### src/rtl/onchip_write_master_output.sv
// Avalon-MM write master: buffers PE result words in a small FIFO and
// writes them to consecutive on-chip word addresses starting at a job base.
module onchip_write_master_output #(
   parameter int ADDR_W     = 11,
   parameter int DATA_W     = 16,
   parameter int FIFO_DEPTH = 8
) (
   input  logic                clk,
   input  logic                rst_n,
   output logic [ADDR_W-1:0]   addr_write,
   output logic [DATA_W-1:0]   data_write,
   output logic [DATA_W/8-1:0] byteenable,
   output logic                write,
   output logic                chipselect,
   input  logic                wait_request,
   input  logic [ADDR_W-1:0]   addr_base,
   input  logic [ADDR_W:0]     write_len,
   input  logic                start,
   output logic                busy,
   output logic                done,
   input  logic [DATA_W-1:0]   data_in,
   input  logic                data_in_valid,
   output logic                data_in_ready
);

   localparam int PTR_W = (FIFO_DEPTH > 1) ? $clog2(FIFO_DEPTH) : 1;
   localparam int CNT_W = ADDR_W + 1;
   localparam logic [PTR_W:0] FIFO_FULL = (PTR_W+1)'(FIFO_DEPTH);

   typedef enum logic [1:0] {
      ST_IDLE,
      ST_RUN,
      ST_DONE
   } state_t;

   state_t            state_q, state_d;
   logic [ADDR_W-1:0] addr_cnt_q, addr_cnt_d;
   logic [CNT_W-1:0]  len_q, len_d;
   logic [CNT_W-1:0]  acc_cnt_q, acc_cnt_d;
   logic [CNT_W-1:0]  wr_cnt_q, wr_cnt_d;
   logic [PTR_W-1:0]  wptr_q, wptr_d;
   logic [PTR_W-1:0]  rptr_q, rptr_d;
   logic [PTR_W:0]    fifo_cnt_q, fifo_cnt_d;
   logic              write_q, write_d;
   logic [ADDR_W-1:0] addr_write_q, addr_write_d;
   logic [DATA_W-1:0] data_write_q, data_write_d;

   logic [DATA_W-1:0] fifo_mem [FIFO_DEPTH];

   logic fifo_full;
   logic fifo_empty;
   logic push;
   logic pop;
   logic reload;
   logic xfer_done;

   assign fifo_full  = (fifo_cnt_q == FIFO_FULL);
   assign fifo_empty = (fifo_cnt_q == '0);

   // Ready ignores a same-cycle pop, so a full FIFO never bypasses.
   assign data_in_ready = (state_q == ST_RUN) && !fifo_full && (acc_cnt_q < len_q);
   assign push          = data_in_valid && data_in_ready;
   assign reload        = !write_q || !wait_request;
   assign pop           = reload && !fifo_empty;
   assign xfer_done     = write_q && !wait_request;

   assign write      = write_q;
   assign chipselect = write_q;
   assign addr_write = addr_write_q;
   assign data_write = data_write_q;
   assign byteenable = '1;
   assign busy       = (state_q == ST_RUN);
   assign done       = (state_q == ST_DONE);

   // FIFO storage; contents are only meaningful between the pointers, so no reset.
   always_ff @(posedge clk) begin
      if (push) begin
         fifo_mem[wptr_q] <= data_in;
      end
   end

   // Next-state, FIFO bookkeeping, output register reload and job counters.
   always_comb begin
      state_d      = state_q;
      addr_cnt_d   = addr_cnt_q;
      len_d        = len_q;
      acc_cnt_d    = acc_cnt_q;
      wr_cnt_d     = wr_cnt_q;
      wptr_d       = wptr_q;
      rptr_d       = rptr_q;
      fifo_cnt_d   = fifo_cnt_q;
      write_d      = write_q;
      addr_write_d = addr_write_q;
      data_write_d = data_write_q;

      if (push) begin
         wptr_d    = wptr_q + PTR_W'(1);
         acc_cnt_d = acc_cnt_q + CNT_W'(1);
      end

      if (pop) begin
         rptr_d = rptr_q + PTR_W'(1);
      end

      case ({push, pop})
         2'b10:   fifo_cnt_d = fifo_cnt_q + (PTR_W+1)'(1);
         2'b01:   fifo_cnt_d = fifo_cnt_q - (PTR_W+1)'(1);
         default: fifo_cnt_d = fifo_cnt_q;
      endcase

      if (reload) begin
         if (!fifo_empty) begin
            write_d      = 1'b1;
            data_write_d = fifo_mem[rptr_q];
            addr_write_d = addr_cnt_q;
            addr_cnt_d   = addr_cnt_q + ADDR_W'(1);
         end else begin
            write_d = 1'b0;
         end
      end

      if (xfer_done) begin
         wr_cnt_d = wr_cnt_q + CNT_W'(1);
      end

      case (state_q)
         ST_IDLE: begin
            if (start) begin
               addr_cnt_d = addr_base;
               len_d      = write_len;
               acc_cnt_d  = '0;
               wr_cnt_d   = '0;
               state_d    = (write_len == '0) ? ST_DONE : ST_RUN;
            end
         end
         ST_RUN: begin
            if (xfer_done && ((wr_cnt_q + CNT_W'(1)) == len_q)) begin
               state_d = ST_DONE;
            end
         end
         ST_DONE: begin
            state_d = ST_IDLE;
         end
         default: begin
            state_d = ST_IDLE;
         end
      endcase
   end

   // State, counters, FIFO pointers and the Avalon output register.
   always_ff @(posedge clk or negedge rst_n) begin
      if (!rst_n) begin
         state_q      <= ST_IDLE;
         addr_cnt_q   <= '0;
         len_q        <= '0;
         acc_cnt_q    <= '0;
         wr_cnt_q     <= '0;
         wptr_q       <= '0;
         rptr_q       <= '0;
         fifo_cnt_q   <= '0;
         write_q      <= 1'b0;
         addr_write_q <= '0;
         data_write_q <= '0;
      end else begin
         state_q      <= state_d;
         addr_cnt_q   <= addr_cnt_d;
         len_q        <= len_d;
         acc_cnt_q    <= acc_cnt_d;
         wr_cnt_q     <= wr_cnt_d;
         wptr_q       <= wptr_d;
         rptr_q       <= rptr_d;
         fifo_cnt_q   <= fifo_cnt_d;
         write_q      <= write_d;
         addr_write_q <= addr_write_d;
         data_write_q <= data_write_d;
      end
   end

endmodule
### config.mk
export PLATFORM = sky130hd
export DESIGN_NAME = onchip_write_master_output
export DESIGN_NICKNAME = d
export VERILOG_FILES = /design/src/rtl/onchip_write_master_output.sv
export SDC_FILE = /design/constraint.sdc
export NUM_CORES = 1
export LEC_CHECK = 0
export ABC_AREA = 1
export CAP_MARGIN = 10
export CELL_PAD_IN_SITES_DETAIL_PLACEMENT = 0
export CELL_PAD_IN_SITES_GLOBAL_PLACEMENT = 1
export CORE_UTILIZATION = 50
export DETAILED_ROUTE_END_ITERATION = 7
export GPL_ROUTABILITY_DRIVEN = 0
export HOLD_SLACK_MARGIN = 0.08
export PLACE_DENSITY_LB_ADDON = 0.2
export SLEW_MARGIN = 10
export SYNTH_ARGS = -nofsm -noshare
export SYNTH_HDL_FRONTEND = slang
export SYNTH_SLANG_ARGS = --single-unit
export TNS_END_PERCENT = 5
### constraint.sdc
create_clock -name clk -period 6.3 [get_ports clk]
set_input_delay 1.26 -clock clk [delete_from_list [all_inputs] [get_ports clk]]
set_output_delay 1.26 -clock clk [all_outputs]
set_load 0.01 [all_outputs]
---- After elaboration in Yosys (flattened, before gate mapping) ----
Memories as Yosys holds them, arrays and structs flattened. A register that Yosys moved wholly into a read port is not among the register bits.
Index checks and enable logic that the tools add are counted.
cells by class
  add/subtract/negate cells ............... 7
  $lt $le $gt $ge ......................... 1
  eq/ne operators ......................... 8
  muxes and demuxes ....................... 18
  bitwise operators ....................... 1
  reductions and logical operators ........ 19
operators by type and width
  cell                                                    count
  2-to-1 mux 12 bit                                       6
  2-to-1 mux 11 bit                                       4
  adder 12 x 1 -> 12 bit (second input constant)          2
  equality test 12 bit                                    1
  logical NOT 12 bit                                      1
  less-than comparator 12 bit                             1
  adder 11 x 1 -> 11 bit (second input constant)          1
  case mux 4 bit (2 select lines)                         1
  adder 3 x 1 -> 3 bit (second input constant)            2
  logical AND 1 bit                                       6
  2-to-1 mux 2 bit                                        3
  AND reduction 2 bit                                     3
  logical NOT 1 bit                                       5
  adder 4 x 1 -> 4 bit (second input constant)            1
  equality test 2 x 1 -> 1 bit (second input constant)    2
  equality test 2 bit (second input constant)             2
  equality test 4 bit (second input constant)             1
  logical NOT 4 bit                                       1
  case mux 2 bit (2 select lines)                         1
  subtractor 4 x 1 -> 4 bit (second input constant)       1
  2-to-1 mux 1 bit                                        3
  logical NOT 2 bit                                       1
  inequality test 2 x 1 -> 1 bit (second input constant)  1
  inequality test 2 bit (second input constant)           1
  other kinds (3)                                         3
word-level totals
  flip-flop bits (word level) ............. 71
  RAM bits ................................ 128
  bits of input ports ..................... 44
  output and inout port bits .............. 34
  memories kept ........................... 1
memories
  name      depth  bits a word  read ports  clocked after memory_dff  wr ports  line  text
  fifo_mem  8      16           1           1                         1         48    logic [DATA_W-1:0] fifo_mem [FIFO_DEPTH];

---- Logic depth before layout (Yosys ltp) ----
  word-level depth ........................ 8
  gate-level depth with buffers ........... 18
  gate-level depth less buffers ........... 17

---- Worst setup path after synthesis ----
No wires, ideal clock.
  path kind ............................... in2reg
  start point ............................. in data_in_valid
  end point ............................... mem fifo_mem[1][0], enable pin
  arrival time ............................ 2.732 ns
  setup slack ............................. 3.159 ns
  stages .................................. 4
  buffers on the path ..................... 0
  path through ............................ nand3_2 inv_2 nand2_1 nor3_1
on the way
  longest elaborated chain between the ends .. 3
RTL lines
  element                                 line  text
  from (decl)                             22    input logic data_in_valid,
  logical AND 1 bit                       62    assign push = data_in_valid && data_in_ready;
  2-to-1 mux 1 bit                        77    if (push) begin
  2-to-1 mux 1 bit (not written as such)  78    fifo_mem[wptr_q] <= data_in;
  to (decl)                               48
No other way between the ends.

---- Final worst setup path ----
  start point ............................. reg acc_cnt_q[9]
  end point ............................... out data_in_ready
on the way
  longest elaborated chain between the ends .. 2
RTL lines
  element                      line  text
  from (decl)                  39    logic [CNT_W-1:0] acc_cnt_q, acc_cnt_d;
  from (signal assigned)       168   acc_cnt_q <= acc_cnt_d;
  less-than comparator 12 bit  61    assign data_in_ready = (state_q == ST_RUN) && !fifo_full && (acc_cnt_q < len_q);
  logical AND 1 bit            61
  to (decl)                    23    output logic data_in_ready
No other way between the ends.

==> out/metrics.yaml <==
die_x_um: 141.8
synth_area_leaders: "edfxtp_1, dfrtp_1, nand2_1"
p_per_area_mw_per_mm2: 454.7
r2r_slack_ps: 3040
hp-class: "flop to flop"
dr.pass1.iters: 5
critPathArrivalTime_ps: 2400
setup_ws_ps: 2642
ctsResizeCount: 0
numCtsBuffers: 23
peakVddDrop_mv: 0.3020
num_io_pins: 78
synth_seq_cells: 215
initial_utilization_pct: 51.57
cts_tree: "built"
layout-drive-gt1-share_pct: 8.408
place_hpwl_mm: 12.35
setup_tns_ps: 0
holdWs_ps: 477.0
maxCapViolCount: 0
setup.worst_path.start_class: "flop"
antennaDiodeCount: 0
synth_flop_cell: "edfxtp_1"
synth_area_per_cell_um2: 10.61
ys_warn_count: 0
wirelength_mm: 19.91
timing.final.max_slew_violations: 0
finalSetupViolCount: 0
cts_max_level: 1
path_class: "flop to output pin"
fin_skew_ps: 15.18
finalCriticalPeriod_ps: 3658
clock_path_buffers: 3
grt_util_all_layers_pct: 20.93
cts.sinks: 215
tightest_slew_ps: 1116
syn_inst: 921
port_buffers: 75
clock_latency_ps: 520
netlist_area_mm2: 0.009776
rsz0062_at_grt: "false"
num_vias: 6495
grt_pass1_wl_mm: 32.79
pre_cts_ws_ps: 2232
multi_input_area_mm2: 0.003173
cts_hold_buf: 0
path_clk_slew_ps: 60
yosysTopAreaCellShare_pct: 39.32
antenna_found_initial: 0
drc: 0
cts_setup_buffers: 0
grt_overflow: 0
core_mm2: 0.01896
clockRootBuffer: "clkbuf_16"
crit_required_ps: 5040
outcome: "completed"
final_antenna_net_count: 0
stdcell_area_mm2: 0.01153
first_global_vias: 6263
grt_max_degree: 94
drt-wirelength-per-cell_um: 15.66
synth-edff-count: 128
leakage_nw: 4.762
ys_types: 41
final_nets: 1059
vias_per_cell: 5.110
synth_area_leader_cell: "edfxtp_1"
final-seq-area_mm2: 0.006025
endpoint_kind: "output pin"
die_h_um: 141.8
worst_slew_margin_rel_pct: 25.59
ys_async_sr_fraction_pct: 40.47
drt_first_iter_violations: 331
die_area_mm2: 0.02011
n_fill_cell: 1592
path_max_fanout: 4
ys_seq_area_share_pct: 61.59
max_freq_mhz: 273.4
row_count: 50
dpl_cell_area_mm2: 0.01077
fin_crit_sh_pct: 58.06
final_hold_viol_count: 0
syn2layout_area_growth_pct: 17.96
-- cells in the final DEF (no fill, tap or decap), drive strengths merged, types with 14 or more instances in the layout --
cell,n
ha,19
xor2,14
dfrtp,87
o21ai,92
buf,16
inv,103
clkbuf,28
edfxtp,128
clkdlybuf4s50,74
a21oi,49
mux2i,32
nand2,177
nand3,57
nor2,53
o211ai,26
-- routing by layer --
layer	track usage [%]	part of all wire (%)	up-vias
met1	29.17	46	3047
li1	-	-	3289
met4	5.603	2.0	0
met3	3.240	4.9	29
met5	0	0	-
met2	34.28	47	130
-- report_power, final --
| part | switching [mW] | internal [mW] | total (mW) | leakage [nW] |
|---|---|---|---|---|
| Sequential | 0.353 | 1.82 | 2.17 | 2.22 |
| Combinational | 0.969 | 0.740 | 1.71 | 2.17 |
| Clock | 0.550 | 0.811 | 1.36 | 0.370 |
-- final cells by class --
class,instances,area share (%)
Clock buffer,28,5.241
Tap cell,260,2.821
Timing Repair Buffer,90,7.465
Clock inverter,13,1.389
Inverter,102,3.320
Multi-Input combinational cell,563,27.52
Sequential cell,215,52.25
-- path summary, 6_finish.rpt --
check,from,endpoint,depth (start not counted)
worst min register to register,addr_write[10]$_DFFE_PN0P_,addr_write[10]$_DFFE_PN0P_,2
max in group asynchronous,rst_n,rptr_q[0]$_DFFE_PN0P_,2
worst max-delay path,acc_cnt_q[9]$_DFF_PN0_,data_in_ready,8
worst min-delay path,addr_write[10]$_DFFE_PN0P_,addr_write[10]$_DFFE_PN0P_,2
worst max register to register,acc_cnt_q[9]$_DFF_PN0_,fifo_cnt_q[3]$_DFFE_PN0P_,16
min in group asynchronous,rst_n,len_q[8]$_DFFE_PN0P_,1
-- sequential cells by signal (all words and copies together), names as in the netlist --
name	count
fifo_mem	128
data_write	16
acc_cnt_q	12
state_q	2
len_q	12
rptr_q	3
wr_cnt_q	12
chipselect	1
wptr_q	3
addr_cnt_q	11
fifo_cnt_q	4
addr_write	11
-- through the flow --
stage	power, mW	util, %	std cells
after floorplan	3.322	-	922
after global placement	3.901	56.80	1230
after detailed placement	3.925	56.80	1230
after CTS	5.299	60.83	1271
after global routing	5.625	60.83	1271
final	5.243	60.83	1271
-- cell usage after synthesis (19+ instances only) --
cell type and number:
dfrtp_1 87, o21ai_0 83, mux2i_1 32, inv_1 99
nand2_1 173, nor2_1 47, ha_1 19, nand3_1 55
a21oi_1 49, edfxtp_1 128, o211ai_1 26
-- logic make-up (layout without fill, tap and decap cells) --
| logic type | count (synthesis) | in the layout | share of synthesized area (%) |
|---|---|---|---|
| buffers and inverters | 144 | 233 | 6.169 |
| AOI/OAI and AO/OA | 175 | 175 | 10.09 |
| DFF | 215 | 215 | 61.59 |
| and+or+nand+nor | 311 | 311 | 13.87 |
| xor gates and xnor gates | 18 | 18 | 1.754 |
| muxes | 37 | 37 | 3.853 |
| adders and majority gates | 20 | 20 | 2.637 |
| other | 1 | 2 | 0.03836 |
-- worst max-delay path, stage by stage (launching register included) --
cell and delay, ps:
dfrtp_1 420, ha_1 310, nand2_1 60, inv_1 30, o21ai_0 150, nand4_1 110
nor2_2 130, and2_1 140, clkdlybuf4s50_1 530
No activity file was read; power rests on OpenSTA's default activity.
==> patch (config.mk and constraints unchanged) <==
Encoding of `state_t`: now one-hot (3 bits for 3 states).
--- a/src/rtl/onchip_write_master_output.sv
+++ b/src/rtl/onchip_write_master_output.sv
@@ -27,10 +27,10 @@
    localparam int CNT_W = ADDR_W + 1;
    localparam logic [PTR_W:0] FIFO_FULL = (PTR_W+1)'(FIFO_DEPTH);
 
-   typedef enum logic [1:0] {
-      ST_IDLE,
-      ST_RUN,
-      ST_DONE
+   typedef enum logic [2:0] {
+      ST_IDLE = 3'b001,
+      ST_RUN  = 3'b010,
+      ST_DONE = 3'b100
    } state_t;
 
    state_t            state_q, state_d;
Behaviour: no difference found for any inputs over 4 cycles, from zero or initial values and one cycle with rst_n low; so few cycles prove little.
==> patch against the unedited design <==
Cell area increased by 0.27%. Routed wire length up 4.1%. Combinational power shrank 8%. Synthesized cell count rose by 1.6%. Power fell by 2.5%. Final cell count up 1.4%. Setup slack worse by 0.27 ns. Register-to-register slack better by 0.13 ns. Critical path depth up 1. Largest cell class unchanged. Sequential cell count increased by 1. Synthesized area shrank 0.24%. Hold slack barely moved.
==> patch: results (changes against the unedited design) <==
Parameter                              Value

Status
  Outcome    finished, final reports clean

Cells and area
  Share of post-route cells with drive strength above 1    7.29% (-1.1 points)
  Layout multi-input combinational cell count    581 (+3.2%)
  Count of non-CTS buffers in the layout    88 (-2.2%)
  Area overhead of the layout relative to synthesis    18.6%
  Seq cells    216 (+0.47%)
  Net count reported at finish    1075 (+1.5%)
  Combined area of the multi-input logic cells    0.00316 sq mm (-0.47%)
  Inverters    100 (-2.0%)
  Final-layout clock buffer total    32 (+14%)
  Register area    0.00605 sq mm (+0.44%)

Power
  Fraction of power spent switching nets    34.9% (-0.87 points)
  Clock Power    0.00140 W (+3%)

GRT
  First-pass GRT wire length    33.0 mm (+0.67%)
  Largest net degree at the start of global routing    93 (-1.1%)
  Met2 global-route usage    34.3% (+0.052 points)
  M3 GR Usage    3.27% (+0.034 points)

Yosys
  Share of synthesized area spent on multiplexers    3.98% (+0.12 points)
  Async SR Flop Fraction    40.7% (+0.28 points)
  Library cells used by synthesis    38 (-7.3%)
  Post-synthesis instance area    0.00975 sq mm (-0.24%)
  Mapped Cells    936 (+1.6%)
  Synth Area in Compound Gates    9.80% (-0.28 points)
  Cell types with the largest area share after synthesis    sky130_fd_sc_hd__edfxtp_1, sky130_fd_sc_hd__dfrtp_1, sky130_fd_sc_hd__nand2_1
  Top cells by instance count after synthesis    sky130_fd_sc_hd__nand2_1, sky130_fd_sc_hd__edfxtp_1, sky130_fd_sc_hd__inv_1, sky130_fd_sc_hd__o21ai_0, sky130_fd_sc_hd__dfrtp_1
  Part of the Yosys area used for sequential elements    62.0% (+0.42 points)

Route
  Met3 wire len    1.07 mm (+10%)
  Vias after detailed routing    6703 (+3.2%)
  Sum of met2 wire segment lengths after detailed routing    9.41 mm (+1.3%)
  Met1 routed wirelength after detailed routing    9.93 mm (+7.4%)
  Via-to-Cell Ratio    5.20 (+1.8%)

Place
  Placed cell count    1245 (+1.2%)
  Setup WS pre-CTS    2.54 ns (+0.304 ns)
  Detailed placer's ending HPWL    12.9 mm (+4.1%)
  Placed cell areas    0.0108 sq mm (-0.10%)

Clock tree
  Clock buffer count from CTS    24 (+4.3%)

Setup path
  Worst Path Arrival    2.67 ns (+0.27 ns)

Timing
  Max transition margin    25.8% (+0.23 points)
-- patch: cell types whose count changed after synthesis, moves of 5 or more --
cell | unedited run | this run
sky130_fd_sc_hd__nand3_1 | 55 | 48
sky130_fd_sc_hd__clkbuf_1 | 14 | 23
sky130_fd_sc_hd__a21oi_1 | 49 | 58
sky130_fd_sc_hd__o21ai_2 | 5 | 0
sky130_fd_sc_hd__nand4_1 | 5 | 13
sky130_fd_sc_hd__o21ai_0 | 83 | 89
sky130_fd_sc_hd__nor2_1 | 47 | 66
-- patch: path summary, 6_finish.rpt --
check                                 to  slack, ns  depth (start not counted)          start
setup / recovery           data_in_ready       2.37                          9   acc_cnt_q[5]
hold / removal             data_write[7]       0.48                          2  data_write[7]
setup reg to reg           fifo_cnt_q[3]       3.17                         16   acc_cnt_q[5]
hold reg to reg            data_write[7]       0.48                          2  data_write[7]
max in group asynchronous      rptr_q[0]       4.46                          2          rst_n
min in group asynchronous    wr_cnt_q[9]       0.75                          1          rst_n
-- patch: worst max-delay path: stages (launching register included) --
cell,delay [ns]
sky130_fd_sc_hd__dfrtp_1,0.44
sky130_fd_sc_hd__ha_1,0.31
sky130_fd_sc_hd__nand2_1,0.06
sky130_fd_sc_hd__inv_1,0.03
sky130_fd_sc_hd__o21bai_1,0.11
sky130_fd_sc_hd__nand2_1,0.07
sky130_fd_sc_hd__a21oi_1,0.19
sky130_fd_sc_hd__nand2_1,0.07
sky130_fd_sc_hd__nor2_1,0.27
sky130_fd_sc_hd__clkdlybuf4s50_1,0.60
-- patch: per-stage QoR --
| step | power, W | hold slack [ns] |
|---|---|---|
| final | 0.00511 | 0.477 |
| after global routing | 0.00545 | 0.491 |
| after CTS | 0.00516 | 0.483 |
| after detailed placement | 0.00374 | 0.467 |
| after global placement | 0.00371 | 0.462 |
| after floorplan | 0.00315 | 0.468 |
